## config.mk

```make
export PLATFORM = sky130hd
export DESIGN_NAME = servo_pwm_sched_flat
export DESIGN_NICKNAME = d
export VERILOG_FILES = /design/src/rtl/servo_pwm_sched_pkg.sv /design/src/rtl/servo_pwm_sched_if.sv /design/src/rtl/servo_pwm_sched_timer.sv /design/src/rtl/servo_pwm_sched.sv /design/src/flat_wrapper.sv
export SDC_FILE = /design/constraint.sdc
export NUM_CORES = 1
export LEC_CHECK = 0
export BUFFER_PORTS_ARGS = -buffer_cell sky130_fd_sc_hd__clkbuf_2
export CAP_MARGIN = 30
export CELL_PAD_IN_SITES_DETAIL_PLACEMENT = 0
export CELL_PAD_IN_SITES_GLOBAL_PLACEMENT = 1
export CORE_MARGIN = 1
export CORE_UTILIZATION = 31
export DETAILED_ROUTE_END_ITERATION = 8
export GPL_ROUTABILITY_DRIVEN = 0
export PLACE_DENSITY = 0.62
export SLEW_MARGIN = 20
export SYNTH_ARGS = -nofsm -noshare
export SYNTH_HDL_FRONTEND = slang
export SYNTH_SLANG_ARGS = --single-unit
```

## constraint.sdc

```tcl
create_clock -name clk -period 7.5 [get_ports clk]
set_clock_uncertainty 0.2 [all_clocks]
set_input_delay 1.5 -clock clk [delete_from_list [all_inputs] [get_ports clk]]
set_output_delay 1.5 -clock clk [all_outputs]
set_load 0.005 [all_outputs]
```

## src/rtl/servo_pwm_sched_pkg.sv

```systemverilog
// servo_pkg: shared types and widths for the servo PWM frame scheduler.
//   state_t   - scheduler FSM state (RUN, COMMIT_L, COMMIT_R)
//   CH_LEFT / CH_RIGHT - values of pos_ch selecting a channel
//   POS_W / CNT_W      - position and frame-counter widths
package servo_pkg;

    typedef enum logic [1:0] {
        RUN      = 2'd0,
        COMMIT_L = 2'd1,
        COMMIT_R = 2'd2
    } state_t;

    localparam logic CH_LEFT  = 1'b0;
    localparam logic CH_RIGHT = 1'b1;

    localparam int POS_W = 10;
    localparam int CNT_W = 12;

endpackage

```

## src/rtl/servo_pwm_sched_if.sv

```systemverilog
// Position-command channel from the SPI front end.
//   pos_valid - command valid (master)
//   pos_ready - command accepted on a cycle where pos_valid & pos_ready (slave)
//   pos_ch    - target channel, CH_LEFT / CH_RIGHT (master)
//   pos_data  - requested position (master)
// Handshake: the master holds pos_ch/pos_data stable while pos_valid is high
// and pos_ready is low; a transfer happens on every rising clk edge where
// both pos_valid and pos_ready are high, and pos_valid may stay high for
// back-to-back transfers.
interface servo_pwm_sched_if;
    import servo_pkg::*;

    logic             pos_valid;
    logic             pos_ready;
    logic             pos_ch;
    logic [POS_W-1:0] pos_data;

    modport master (output pos_valid, output pos_ch, output pos_data, input pos_ready);
    modport slave  (input pos_valid, input pos_ch, input pos_data, output pos_ready);

endinterface

```

## src/rtl/servo_pwm_sched_timer.sv

```systemverilog
// servo_frame_timer: tick prescaler plus the shared PWM frame counter.
//   clk, rst     - system clock, synchronous active-high reset
//   enable       - run counting; low clears and holds everything at 0
//   cntr_val     - frame counter, 0..PERIOD_TICKS-1, advances once per tick
//   frame_start  - one-cycle pulse in the first cycle cntr_val is 0 after a wrap
module servo_frame_timer
    import servo_pkg::*;
#(
    parameter int DIV          = 100,
    parameter int PERIOD_TICKS = 3000
) (
    input  logic             clk,
    input  logic             rst,
    input  logic             enable,
    output logic [CNT_W-1:0] cntr_val,
    output logic             frame_start
);
    localparam int PW = (DIV > 2) ? $clog2(DIV) : 1;

    logic [PW-1:0]    presc_q;
    logic [CNT_W-1:0] cntr_q;
    logic             fs_q;
    logic             tick;
    logic             wrap;

    assign tick = (presc_q == PW'(DIV - 1));
    assign wrap = tick && (cntr_q == CNT_W'(PERIOD_TICKS - 1));

    always_ff @(posedge clk) begin
        if (rst || !enable) begin
            presc_q <= '0;
            cntr_q  <= '0;
            fs_q    <= 1'b0;
        end else begin
            presc_q <= tick ? '0 : presc_q + 1'b1;
            if (tick) begin
                cntr_q <= wrap ? '0 : cntr_q + 1'b1;
            end
            // Registered alongside the wrap so it lines up with cntr_val == 0.
            fs_q <= wrap;
        end
    end

    assign cntr_val    = cntr_q;
    assign frame_start = fs_q;

endmodule

```

## src/rtl/servo_pwm_sched.sv

```systemverilog
// servo_pwm_sched: frame scheduler and configuration controller for the
// left/right servo PWM comparators.
//   clk, rst     - system clock, synchronous active-high reset
//   enable       - run frame generation; low forces duty outputs to 0
//   pos_if       - position command channel (slave side)
//   cntr_val     - shared frame counter to the comparators
//   duty_left    - left compare threshold (MIN_PULSE + committed position)
//   duty_right   - right compare threshold
//   frame_start  - one-cycle pulse at the frame wrap
//   sat_err      - one-cycle pulse after accepting pos_data > MAX_POS
//   state_dbg    - current scheduler state
// Commands land in target registers at any time; they only move cur/duty in
// the COMMIT_L/COMMIT_R cycles right after frame_start, slew-limited.
module servo_pwm_sched
    import servo_pkg::*;
#(
    parameter int CLK_HZ       = 100_000_000,
    parameter int TICK_HZ      = 1_000_000,
    parameter int PERIOD_TICKS = 3000,
    parameter int MIN_PULSE    = 1000,
    parameter int MAX_POS      = 1000,
    parameter int SLEW_STEP    = 20
) (
    input  logic                clk,
    input  logic                rst,
    input  logic                enable,
    servo_pwm_sched_if.slave    pos_if,
    output logic [CNT_W-1:0]    cntr_val,
    output logic [CNT_W-1:0]    duty_left,
    output logic [CNT_W-1:0]    duty_right,
    output logic                frame_start,
    output logic                sat_err,
    output state_t              state_dbg
);
    localparam int DIV = CLK_HZ / TICK_HZ;
    localparam logic [POS_W-1:0] MID_POS  = POS_W'(MAX_POS / 2);
    localparam logic [CNT_W-1:0] MID_DUTY = CNT_W'(MIN_PULSE + MAX_POS / 2);
    localparam logic signed [POS_W:0] STEP_S = (POS_W + 1)'(SLEW_STEP);

    state_t           state_q, state_d;
    logic [POS_W-1:0] target_l_q, target_r_q, cur_l_q, cur_r_q;
    logic [CNT_W-1:0] duty_l_q, duty_r_q;
    logic             sat_err_q;
    logic             accept;
    logic             over;
    logic [POS_W-1:0] clamped;
    logic [POS_W-1:0] cur_l_nxt, cur_r_nxt;

    servo_frame_timer #(
        .DIV          (DIV),
        .PERIOD_TICKS (PERIOD_TICKS)
    ) u_timer (
        .clk         (clk),
        .rst         (rst),
        .enable      (enable),
        .cntr_val    (cntr_val),
        .frame_start (frame_start)
    );

    // Move cur toward tgt by at most SLEW_STEP; d is the signed 11-bit difference.
    function automatic logic [POS_W-1:0] slew(input logic [POS_W-1:0] tgt,
                                              input logic [POS_W-1:0] cur);
        logic signed [POS_W:0] d;
        d = $signed({1'b0, tgt}) - $signed({1'b0, cur});
        if (d > STEP_S)       slew = cur + POS_W'(SLEW_STEP);
        else if (d < -STEP_S) slew = cur - POS_W'(SLEW_STEP);
        else                  slew = tgt;
    endfunction

    assign pos_if.pos_ready = !rst && (state_q == RUN);
    assign accept  = pos_if.pos_valid && pos_if.pos_ready;
    assign over    = (pos_if.pos_data > POS_W'(MAX_POS));
    assign clamped = over ? POS_W'(MAX_POS) : pos_if.pos_data;

    assign cur_l_nxt = slew(target_l_q, cur_l_q);
    assign cur_r_nxt = slew(target_r_q, cur_r_q);

    always_comb begin
        state_d = state_q;
        case (state_q)
            RUN:      if (frame_start) state_d = COMMIT_L;
            COMMIT_L: state_d = COMMIT_R;
            COMMIT_R: state_d = RUN;
            default:  state_d = RUN;
        endcase
    end

    always_ff @(posedge clk) begin
        if (rst) begin
            state_q    <= RUN;
            target_l_q <= MID_POS;
            target_r_q <= MID_POS;
            cur_l_q    <= MID_POS;
            cur_r_q    <= MID_POS;
            duty_l_q   <= MID_DUTY;
            duty_r_q   <= MID_DUTY;
            sat_err_q  <= 1'b0;
        end else begin
            state_q   <= state_d;
            sat_err_q <= accept && over;
            // Accepts only happen in RUN, so they never collide with a commit.
            if (accept) begin
                if (pos_if.pos_ch == CH_LEFT) target_l_q <= clamped;
                else                          target_r_q <= clamped;
            end
            if (state_q == COMMIT_L) begin
                cur_l_q  <= cur_l_nxt;
                duty_l_q <= CNT_W'(MIN_PULSE) + {{(CNT_W - POS_W){1'b0}}, cur_l_nxt};
            end
            if (state_q == COMMIT_R) begin
                cur_r_q  <= cur_r_nxt;
                duty_r_q <= CNT_W'(MIN_PULSE) + {{(CNT_W - POS_W){1'b0}}, cur_r_nxt};
            end
        end
    end

    // Disabled: comparators see threshold 0 and drive low; registers are kept.
    assign duty_left  = enable ? duty_l_q : '0;
    assign duty_right = enable ? duty_r_q : '0;
    assign sat_err    = sat_err_q;
    assign state_dbg  = state_q;

endmodule

```

## src/flat_wrapper.sv

```systemverilog
// flat-port wrapper written by rule: the top's interface ports become plain ports
module servo_pwm_sched_flat import servo_pkg::*;
#(
    parameter int CLK_HZ       = 100_000_000,
    parameter int TICK_HZ      = 1_000_000,
    parameter int PERIOD_TICKS = 3000,
    parameter int MIN_PULSE    = 1000,
    parameter int MAX_POS      = 1000,
    parameter int SLEW_STEP    = 20
)
  (clk, rst, enable, cntr_val, duty_left, duty_right, frame_start, sat_err, state_dbg, pos_if_pos_valid, pos_if_pos_ch, pos_if_pos_data, pos_if_pos_ready);
  servo_pwm_sched_if pos_if_i ();
  input  logic clk;
  input  logic rst;
  input  logic enable;
  output logic [CNT_W-1:0] cntr_val;
  output logic [CNT_W-1:0] duty_left;
  output logic [CNT_W-1:0] duty_right;
  output logic frame_start;
  output logic sat_err;
  output state_t state_dbg;
  input wire logic [$bits(pos_if_i.pos_valid)-1:0] pos_if_pos_valid;
  input wire logic [$bits(pos_if_i.pos_ch)-1:0] pos_if_pos_ch;
  input wire logic [$bits(pos_if_i.pos_data)-1:0] pos_if_pos_data;
  output wire logic [$bits(pos_if_i.pos_ready)-1:0] pos_if_pos_ready;
  assign pos_if_i.pos_valid = pos_if_pos_valid;
  assign pos_if_i.pos_ch = pos_if_pos_ch;
  assign pos_if_i.pos_data = pos_if_pos_data;
  assign pos_if_pos_ready = pos_if_i.pos_ready;
  servo_pwm_sched #(.CLK_HZ(CLK_HZ), .TICK_HZ(TICK_HZ), .PERIOD_TICKS(PERIOD_TICKS), .MIN_PULSE(MIN_PULSE), .MAX_POS(MAX_POS), .SLEW_STEP(SLEW_STEP)) u_core (.clk(clk), .rst(rst), .enable(enable), .pos_if(pos_if_i), .cntr_val(cntr_val), .duty_left(duty_left), .duty_right(duty_right), .frame_start(frame_start), .sat_err(sat_err), .state_dbg(state_dbg));
endmodule
```

==> results of run 1 <==
state kept, by name, summed over array words and instances (netlist names):
name	cells
u_core.u_timer.presc_q	7
u_core.u_timer.cntr_val	12
u_core.state_dbg	2
u_core.u_timer.frame_start	1
u_core.duty_l_q	8
u_core.target_l_q	10
u_core.target_r_q	10
u_core.duty_r_q	8
u_core.cur_l_q	10
u_core.sat_err	1
u_core.cur_r_q	10
final cells by class:
cell class | instances | area (um^2) | area share (%)
clock buffers | 9 | 225 | 3.66
clock inverters | 7 | 80.1 | 1.30
inverters | 39 | 146 | 2.38
multi-input cells | 563 | 3540 | 57.6
flip-flops and latches | 79 | 1580 | 25.7
well taps | 220 | 275 | 4.48
repair buffers | 57 | 295 | 4.80
path summary, 6_finish.rpt:
kind,endpoint,cells after the start
worst min register to register,u_core.u_timer.presc_q[0],1
worst min-delay path,u_core.u_timer.presc_q[0],1
worst max-delay path,u_core.duty_r_q[9],18
worst max register to register,u_core.duty_r_q[9],18
layout by cell type (no fill, tap or decap), drive strengths merged, types with 15 or more instances in the layout:
| cell type | instances |
|---|---|
| nand2 | 81 |
| dfxtp | 79 |
| nor2 | 66 |
| clkbuf | 62 |
| inv | 41 |
| a21oi | 38 |
| nand3 | 36 |
| o21ai | 35 |
| nor3 | 30 |
| ha | 28 |
| and2 | 25 |
| o211ai | 20 |
| nor2b | 16 |
| xnor2 | 15 |
metrics by stage:
step	hold WS [ps]	instances	area (um^2)	setup WS, ps
3_5_place_dp	253	958	5840	2780
3_3_place_gp	234	958	5840	2940
4_1_cts	262	974	6150	2760
5_1_grt	288	974	6150	2390
2_1_floorplan	213	708	5380	3240
6_report	252	974	6150	2750
worst reg2reg max path: stages (launching register included):
cell,delay (ps)
dfxtp_1,310
inv_1,70
ha_1,160
inv_1,50
fa_1,400
a211oi_1,360
o21bai_1,130
a21oi_1,180
xnor2_1,180
nor4b_1,400
a31oi_1,400
a221oi_1,390
a2bb2oi_1,370
inv_1,110
ha_1,210
inv_1,70
nand2_1,100
o211a_1,240
a311o_1,300
cell families (layout without fill, tap and decap cells):
kind of cell | count (synthesis) | in the layout
buf+inv | 66 | 112
fa+ha+maj | 30 | 30
compound gates | 175 | 175
flops | 79 | 79
simple gates | 320 | 320
other cells | 1 | 2
mux | 8 | 8
xor+xnor | 28 | 28
power by group:
group | switching, uW | leakage [uW] | internal, uW
logic | 134 | 0.00177 | 79.3
registers | 6.69 | 0.000640 | 425
clock network | 194 | 0.000143 | 262
layer usage:
metal | part of all wire (%) | routed length [um] | GRT usage [%]
met5 | 0 | 0 | 0
met4 | 2.0 | 302 | 6.19
met3 | 3.1 | 472 | 3.12
met2 | 49 | 7520 | 30.8
met1 | 46 | 7090 | 22.1
==> qor_table.md, run 1 <==
| Step | Metric | This run |
|---|---|---|
| setup path | Slowest cell on crit path | fa_1 |
| setup path | Classification of the worst setup path | flip-flop to flip-flop |
| logic synthesis | Number of instances in the synthesized netlist | 707 |
| power | Static power due to leakage | 0.00255 uW |
| global routing | Number of global-route vias before repair | 5171 |
| logic synthesis | Share of the yosys chip area belonging to registers | 29.4% |
| logic synthesis | Number of flops mapped to enable cells by yosys | 0 |
| cells and area | Diodes inserted | 0 |
| route | Avg Vias per Cell | 5.45 |
| route | DRC Markers | 0 |
| flow run | Max-cap viol count | 0 |
| logic synthesis | Mux share of post-synthesis cell area | 1.61% |
| logic synthesis | Top area cells in the synthesized netlist | dfxtp_1, ha_1, nand2_1 |
| global routing | Number of antenna violations at the first check in global routing | 0 |
| logic synthesis | Ys async rst share | 0% |
| die | Area enclosed by the die boundary | 17900 um^2 |
| setup path | Setup crit start | u_core.target_r_q[0] |
| logic synthesis | Top-count cell post-synth | nand2_1 |
| timing | Total negative slack for setup checks | 0 ps |
| timing | RSZ-0062 raised after global routing | false |
| logic synthesis | Register bit total from synthesis | 79 |
| setup path | Cell Chain, Critical Path | inv_1 > ha_1 > inv_1 > fa_1 > a211oi_1 > o21bai_1 > a21oi_1 > xnor2_1 > nor4b_1 > a31oi_1 > a221oi_1 > a2bb2oi_1 > inv_1 > ha_1 > inv_1 > nand2_1 > o211a_1 > a311o_1 |
| die | Width of the die | 134 um |
| clocking | Number of buffers between clock root and the deepest sink | 2 |
| logic synthesis | Adder-cell area share of the yosys netlist | 7.26% |
| setup path | Cell repeated most along the worst path | inv_1 |
| logic synthesis | Complex-gate fraction of the synthesized area | 22.5% |
| timing | Final count of negative-setup-slack endpoints | 0 |
| placement | Post-detailed-placement half-perimeter wirelength | 11600 um |
| die | Die Y | 134 um |
| timing | Final worst path period share | 63.3% |
| setup path | Data required time at the worst endpoint | 7530 ps |
| logic synthesis | Fraction of post-synthesis cell area in the top cell type by area | 29.4% |
| timing | Shortest clock period the worst path allows after layout | 4750 ps |
| clocking | Clock root buffer | clkbuf_16 |
| setup path | CP endpoint kind | flip-flop |
| global routing | First-pass GRT wire length | 25600 um |
| cells and area | Area Overhead vs Synth | 14.3% |
| cells and area | Core Util, Final | 36.7% |
| global routing | Gr usage total | 17.8% |
| logic synthesis | Number of warnings issued by yosys | 0 |
| setup path | Critical R2R Launch | u_core.target_r_q[0] |
| clocking | TritonCTS clock tree | built |
| logic synthesis | Main combinational cell family by area after synthesis | simple AND/OR/NAND/NOR gates |
| cells and area | Fill cell instance count of the final layout | 1784 |
| timing | Max Clock Freq | 211 MHz |
| logic synthesis | Commonest cells in the netlist | nand2_1, dfxtp_1, nor2_1 |
| logic synthesis | Commonest register cell after synthesis | dfxtp_1 |
| die | Starting density of the core | 32.1% |
| clocking | CTS H-Tree Depth | 3 |
| power | Overall power after layout | 1100 uW |
| clocking | CTS buffer count | 9 |
| route | Total iterations of the first detailed-routing run | 5 |
| status | Status | completed |
| setup path | Maximum fanout along the worst path | 11 |
| clocking | Insertion delay of the later-clocked pin in the worst-skew pair | 340 ps |
| clocking | Resize count post-CTS | 0 |
| route | Per-cell routed wire length | 15.8 um |
| timing | Final number of hold-violating endpoints | 0 |
| die | Core Rows | 47 |
| route | Number of violations reported at the end of detailed-routing iteration 0 | 286 |
| min path | Min-Delay Path Class | flip-flop to flip-flop |
| setup path | Cell family with most CP delay | compound AO/OA/AOI/OAI gates |
| placement | Count of buffers inserted at the top-level ports | 53 |
| setup path | Launching element type of the critical path | flip-flop |
| timing | Final number of max-transition violations | 0 |
| die | Number of ports placed on the die boundary | 56 |
| min path | Min-delay src | u_core.u_timer.presc_q[0] |
| cells and area | Proportion of layout cells with a drive suffix above 1 | 11.3% |
| global routing | Largest net degree at the start of global routing | 33 |
| setup path | Worst endpoint data arrival time | 4780 ps |
| clocking | Clock tree sinks | 79 |
| clocking | Clock-pin transition on the worst setup and hold timing paths | 60 ps |
| timing | Transition time at the pin with the least slew margin | 916 ps |
| logic synthesis | Number of library cell types mapped by synthesis | 76 |
| setup path | Worst path buffer plus inverter count | 4 |
| logic synthesis | Post-synthesis xor/xnor area fraction | 4.56% |
| die | Area of the core region | 16800 um^2 |
| setup path | CP peak stage delay | 400 ps |
| power | Power density of the placed cells | 179 nW/um^2 |
| clocking | Number of post-CTS setup repair buffers | 0 |
| power | Maximum vdd drop | 0.116 mV |
| route | Aggregate routed wire length | 15400 um |
| clocking | Number of buffers inserted by hold repair at cts | 0 |
| route | Detail Route Antenna Nets | 0 |
| logic synthesis | Mean instance size in the synthesized netlist | 7.60 um^2 |
| route | Vias | 5304 |
| cells and area | Final net count | 794 |
| setup path | Setup slack of the most critical reg-to-reg path | 2750 ps |
| timing | Worst max-slew margin expressed relative to the limit | 38.7% |
| logic synthesis | Cell type contributing the most total cell area after synthesis | dfxtp_1 |
| logic synthesis | Simple-gate portion of the synthesized area | 29.8% |
| global routing | Global route overflow | 0 |
| logic synthesis | Netlist area before placement | 5380 um^2 |
No activity file was read; power rests on OpenSTA's default activity.
==> inputs of run 2 (changes only) <==
ABC_AREA = 1   (was default)
PLACE_DENSITY = 0.64   (was 0.62)
clock period = 4.7 ns   (was 7.5 ns; I/O delays follow)
==> run 2 against run 1 <==
Sequential share of layout area shrank 1.1 points. Clock-buffer cell count up 1. Core utilization is essentially flat. Critical endpoint is now u_core.duty_l_q[9].
==> qor_table.md, run 2 <==
| Step | Metric | This run |
|---|---|---|
| status | Status | completed |
| timing | Final number of max-transition violations | 0 |
| clocking | CTS H-Tree Depth | 3 |
| die | Starting density of the core | 32.2% |
| clocking | TritonCTS clock tree | built |
| power | Overall power after layout | 1880 uW |
| timing | Shortest clock period the worst path allows after layout | 3350 ps |
| logic synthesis | Number of instances in the synthesized netlist | 877 |
| clocking | Clock-pin transition on the worst setup and hold timing paths | 70 ps |
| cells and area | Core Util, Final | 36.7% |
| min path | Min-Delay Path Class | flip-flop to flip-flop |
| setup path | Maximum fanout along the worst path | 10 |
| timing | Final worst path period share | 71.3% |
| die | Width of the die | 137 um |
| route | Number of violations reported at the end of detailed-routing iteration 0 | 218 |
| cells and area | Most common library cell in the layout ignoring fill and taps | nand2_1 |
| timing | RSZ-0062 raised after global routing | false |
| flow run | Max-cap viol count | 0 |
| placement | Placed cells | 1136 |
| global routing | Number of antenna violations at the first check in global routing | 0 |
| logic synthesis | Ys async rst share | 0% |
| logic synthesis | Number of library cell types mapped by synthesis | 45 |
| route | Vias | 5303 |
| cells and area | Area Overhead vs Synth | 14.0% |
| cells and area | Final net count | 969 |
| logic synthesis | Top-count cell post-synth | nand2_1 |
| cells and area | Fill cell instance count of the final layout | 1993 |
| setup path | Worst endpoint data arrival time | 3410 ps |
| cells and area | Area occupied by multi-input gates | 3390 um^2 |
| power | Maximum vdd drop | 0.174 mV |
| logic synthesis | Number of warnings issued by yosys | 0 |
| power | Power density of the placed cells | 291 nW/um^2 |
| route | Total iterations of the first detailed-routing run | 4 |
| clocking | CTS buffer count | 9 |
| timing | Transition time at the pin with the least slew margin | 652 ps |
| route | Per-cell routed wire length | 13.0 um |
| logic synthesis | Mean instance size in the synthesized netlist | 6.43 um^2 |
| global routing | Largest net degree at the start of global routing | 33 |
| die | Core Rows | 48 |
| cells and area | Most used cells in the layout excluding fill and tap cells | nand2_1, inv_1, dfxtp_1, nand3_1, a21oi_1 |
| logic synthesis | Register bit total from synthesis | 79 |
| global routing | Gr usage total | 17.0% |
| timing | Worst max-slew margin expressed relative to the limit | 56.5% |
| logic synthesis | Top area cells in the synthesized netlist | dfxtp_1, nand2_1, inv_1 |
| setup path | Data required time at the worst endpoint | 4750 ps |
| die | Die Y | 137 um |
| cells and area | Seq. cell area | 1580 um^2 |
| route | Top Metal Used | met4 |
| route | Met2 routed wirelength | 6340 um |
| global routing | Number of global-route vias before repair | 5070 |
| clocking | Clock root buffer | clkbuf_16 |
| route | Routed wl met3 | 616 um |
| global routing | Global route overflow | 0 |
| logic synthesis | Commonest register cell after synthesis | dfxtp_1 |
| logic synthesis | Share of the yosys chip area belonging to registers | 28.0% |
| timing | Total negative slack for setup checks | 0 ps |
| logic synthesis | Netlist area before placement | 5640 um^2 |
| logic synthesis | Fraction of post-synthesis cell area in the top cell type by area | 28.0% |
| cells and area | Flip-flop count of the largest register after layout | 12 |
| power | Static power due to leakage | 0.00335 uW |
| route | Detail Route Antenna Nets | 0 |
| global routing | First-pass GRT wire length | 24700 um |
| clocking | Resize count post-CTS | 0 |
| clocking | Number of post-CTS setup repair buffers | 0 |
| placement | Post-detailed-placement half-perimeter wirelength | 11600 um |
| logic synthesis | Commonest cells in the netlist | nand2_1, inv_1, dfxtp_1 |
| placement | Count of buffers inserted at the top-level ports | 53 |
| clocking | Insertion delay of the later-clocked pin in the worst-skew pair | 350 ps |
| cells and area | Proportion of layout cells with a drive suffix above 1 | 14.7% |
| timing | Final number of hold-violating endpoints | 0 |
| route | Aggregate routed wire length | 15100 um |
| setup path | CP endpoint kind | flip-flop |
| route | Avg Vias per Cell | 4.60 |
| route | DRC Markers | 0 |
| setup path | Classification of the worst setup path | flip-flop to flip-flop |
| timing | Final count of negative-setup-slack endpoints | 0 |
| setup path | Launching element type of the critical path | flip-flop |
| route | Met1 routed wirelength after detailed routing | 7950 um |
| logic synthesis | Cell type contributing the most total cell area after synthesis | dfxtp_1 |
| die | Number of ports placed on the die boundary | 56 |
| cells and area | Diodes inserted | 0 |
| clocking | Number of buffers inserted by hold repair at cts | 0 |
| timing | Max Clock Freq | 298 MHz |
| die | Area enclosed by the die boundary | 18700 um^2 |
| clocking | Clock tree sinks | 79 |
| logic synthesis | Number of flops mapped to enable cells by yosys | 0 |
| timing | Worst hold slack | 248 ps |
| die | Area of the core region | 17500 um^2 |
| clocking | Number of buffers between clock root and the deepest sink | 2 |
| cells and area | Fin cells | 1154 |
[run 2: logic make-up (layout without fill, tap and decap cells)]
kind of cell,Yosys count,in the layout,share of synthesized area (%)
and+or+nand+nor,442,442,36.7
buffers and inverters,172,223,11.9
AOI/OAI and AO/OA,132,132,13.1
DFF,79,79,28.0
adders and majority gates,30,30,6.92
xor gates and xnor gates,21,21,3.26
other,1,2,0.0665
[run 2: power by group]
part,internal [uW],leakage (uW),switching (uW)
Combinational,142,0.00256,299
Sequential,679,0.000640,7.87
Clock,434,0.000154,313
Total,1260,0.00335,620
[run 2: layout make-up]
type                       count  share of cell area [%]
timing repair buffer          57                    4.59
clock inverter                 6                    1.15
tap                          225                    4.38
clock buffer                  10                    3.72
sequential                    79                    24.6
inverter                     150                    8.85
multi-input combinational    627                    52.7
[run 2: routing by layer]
metal / vias up / GRT usage [%]
li1: 2892 / -
met1: 2327 / 23.8
met2: 72 / 26.2
met3: 12 / 3.70
met4: 0 / 4.64
met5: - / 0
[run 2: worst paths after layout]
kind,end,slack (ps),cells past startpoint,from
max,u_core.duty_l_q[9],1350,23,u_core.cur_l_q[5]
min,u_core.u_timer.presc_q[0],250,1,u_core.u_timer.presc_q[0]
max reg2reg,u_core.duty_l_q[9],1350,23,u_core.cur_l_q[5]
min reg2reg,u_core.u_timer.presc_q[0],250,1,u_core.u_timer.presc_q[0]
[run 2: per-stage QoR]
step / setup slack [ps] / area (um^2)
after CTS: 1310 / 6420
after detailed placement: 1330 / 6100
final: 1350 / 6430
after global routing: 983 / 6430
after floorplan: 1720 / 5650
after global placement: 1340 / 6100
[run 2: critical path, stage by stage, from the launching register on]
cell and delay (ps):
dfxtp_1 430, inv_1 160, ha_1 410, a21oi_2 190, nor2_1 50, nor2_1 120
nand2_1 90, nand2_1 80, a21oi_2 70, nor2_4 230, inv_2 70, nand2_4 160
inv_4 70, nand2_1 70, nand2_2 80, ha_1 210, inv_1 60, nand3_2 100
nor2_2 130, nand2_1 60, nand2_1 50, nand3_1 60, nand2_1 60, inv_1 40
==> inputs of run 3 (changes only) <==
clock period = 3.1 ns   (was 4.7 ns; I/O delays follow)
==> run 3 against run 2 <==
Sequential power up 51%. Worst setup slack worse by 1200 ps. Via count up 3.8%. Non-clock buffer count up 52. Clock-buffer cell count down 1. Fmax up 13%. Critical path type unchanged. First-iteration DRC count up 6.9%.
==> qor_table.md, run 3 (same netlist as run 2, synthesis figures left out) <==
| Step | Metric | This run |
|---|---|---|
| status | Status | completed |
| die | Die Y | 137 um |
| setup path | CP endpoint kind | flip-flop |
| cells and area | Flip-flop count of the largest register after layout | 12 |
| cells and area | Proportion of layout cells with a drive suffix above 1 | 24.7% |
| global routing | Number of antenna violations at the first check in global routing | 0 |
| route | Number of violations reported at the end of detailed-routing iteration 0 | 233 |
| route | Total iterations of the first detailed-routing run | 4 |
| placement | Count of buffers inserted at the top-level ports | 53 |
| power | Static power due to leakage | 0.00363 uW |
| clocking | CTS H-Tree Depth | 3 |
| timing | RSZ-0062 raised after global routing | true |
| power | Sw power | 1040 uW |
| route | Per-cell routed wire length | 12.9 um |
| timing | Final number of max-transition violations | 0 |
| setup path | Slowest cell on crit path | dfxtp_2 |
| timing | Final count of negative-setup-slack endpoints | 0 |
| cells and area | Final net count | 1022 |
| setup path | Worst endpoint data arrival time | 3020 ps |
| clocking | CTS buffer count | 9 |
| timing | Max Clock Freq | 338 MHz |
| cells and area | Area Overhead vs Synth | 26.1% |
| die | Width of the die | 137 um |
| setup path | Launching element type of the critical path | flip-flop |
| cells and area | Fill cell instance count of the final layout | 1916 |
| setup path | Cell repeated most along the worst path | nand2_1 |
| global routing | First-pass GRT wire length | 25100 um |
| cells and area | Fin cells | 1207 |
| global routing | Number of global-route vias before repair | 5131 |
| clocking | Number of buffers between clock root and the deepest sink | 2 |
| setup path | CP peak stage delay | 340 ps |
| route | Detail Route Antenna Nets | 0 |
| power | Combinational share of power | 28.3% |
| timing | Final number of hold-violating endpoints | 0 |
| cells and area | Most used cells in the layout excluding fill and tap cells | nand2_1, inv_1, dfxtp_1, nand3_1, a21oi_1 |
| timing | Final worst path period share | 95.4% |
| global routing | Gr usage total | 17.4% |
| timing | Transition time at the pin with the least slew margin | 629 ps |
| power | Share of power burned in the clock network | 36.5% |
| clocking | Insertion delay of the later-clocked pin in the worst-skew pair | 360 ps |
| setup path | Worst path buffer plus inverter count | 6 |
| setup path | Data required time at the worst endpoint | 3160 ps |
| power | Design internal power | 1930 uW |
| global routing | Largest net degree at the start of global routing | 33 |
| clocking | Clock tree sinks | 79 |
| cells and area | Most common library cell in the layout ignoring fill and taps | nand2_1 |
| die | Area of the core region | 17500 um^2 |
| die | Area enclosed by the die boundary | 18700 um^2 |
| global routing | Global route overflow | 0 |
| clocking | Clock-pin transition on the worst setup and hold timing paths | 80 ps |
| placement | Placed cells | 1187 |
| power | Power density of the placed cells | 417 nW/um^2 |
| clocking | TritonCTS clock tree | built |
| clocking | Number of buffers inserted by hold repair at cts | 0 |
| route | Vias | 5507 |
| power | Sequential share of power | 35.2% |
| timing | Shortest clock period the worst path allows after layout | 2960 ps |
| clocking | Clock root buffer | clkbuf_16 |
| power | Overall power after layout | 2970 uW |
| setup path | Cell family with most CP delay | simple AND/OR/NAND/NOR gates |
| flow run | Max-cap viol count | 0 |
| setup path | Maximum fanout along the worst path | 5 |
| placement | Post-detailed-placement half-perimeter wirelength | 12100 um |
| cells and area | Diodes inserted | 0 |
| power | Maximum vdd drop | 0.387 mV |
| route | Aggregate routed wire length | 15500 um |
| route | DRC Markers | 0 |
| die | Core Rows | 48 |
| setup path | Classification of the worst setup path | flip-flop to flip-flop |
| die | Starting density of the core | 32.2% |
| route | Avg Vias per Cell | 4.56 |
| min path | Min-Delay Path Class | flip-flop to flip-flop |
| power | Switching portion of total power | 35.0% |
| timing | Worst max-slew margin expressed relative to the limit | 58.0% |
| die | Number of ports placed on the die boundary | 56 |
==> run 3: changes by cell type in the layout (fill, tap and decap cells not counted), sizes merged <==
| cell | change |
|---|---|
| clkinv | -1 |
| clkbuf | -1 |
| inv | +3 |
| nor2 | +1 |
| bufinv | -1 |
| buf | +52 |
==> run 3: path summary, 6_finish.rpt <==
check | cells past startpoint | slack [ps] | from | endpoint
worst max-delay path | 25 | 140 | u_core.target_l_q[0] | u_core.duty_l_q[9]
worst max register to register | 25 | 140 | u_core.target_l_q[0] | u_core.duty_l_q[9]
worst min-delay path | 2 | 250 | u_core.u_timer.frame_start | u_core.state_dbg[0]
worst min register to register | 2 | 250 | u_core.u_timer.frame_start | u_core.state_dbg[0]
==> run 3: layout make-up <==
class | instances | area, um^2 | area share, %
Clock buffer | 9 | 225 | 3.17
Clock inverter | 7 | 68.8 | 0.968
Inverter | 150 | 569 | 8.00
Multi-Input combinational cell | 628 | 3670 | 51.6
Sequential cell | 79 | 1590 | 22.3
Tap cell | 225 | 282 | 3.96
Timing Repair Buffer | 109 | 711 | 9.99
==> run 3: metal layers <==
layer / vias to the layer above / global-route usage (%) / wire length [um]
li1: 2995 / - / -
met1: 2412 / 24.2 / 8060
met2: 86 / 27.1 / 6600
met3: 14 / 3.33 / 702
met4: 0 / 4.95 / 176
met5: - / 0 / 0
==> run 3: repair_timing <==
action / CTS / global route
gates resized for setup: 0 / 67
setup endpoints to repair: 0 / 13
setup buffers: 0 / 3
endpoints found under the hold margin: 0 / 0
==> run 3: stage by stage <==
step                      hold WS, ps  instance area [um^2]  setup WS, ps  TNS, ps  util (%)
after global placement            233                  6500          42.9        0      37.1
after global routing              273                  7110         -59.8     -137      40.6
after floorplan                   218                  5650           120        0         -
after detailed placement          239                  6500          24.6        0      37.1
final                             252                  7110           142        0      40.6
after CTS                         253                  6790          9.89        0      38.7
==> run 3: worst reg2reg max path, cell delays in order, from the launching register on <==
cell and delay [ps]:
dfxtp_2 340, inv_2 50, ha_4 140, inv_2 60, fa_2 250, nand3_2 100, nand2_2 90, nand2_1 70
nand2_1 80, nand2_1 60, a21oi_2 220, nor2_4 100, inv_2 80, nand2_4 70, buf_12 130, nand3_2 70
nand2_2 80, ha_4 160, inv_2 60, nand3_4 80, nor2_4 130, nand2_1 60, nand2_1 60, nand3_1 60
nand2_1 60, inv_1 40
==> run 3: power by group through the flow <==
stage                     clock, uW  combinational, uW  sequential, uW
after floorplan                   0                529            1060
after global placement            0                758            1070
after detailed placement          0                756            1070
after CTS                      1120                761            1040
after global routing           1150                935            1050
final                          1080                840            1040
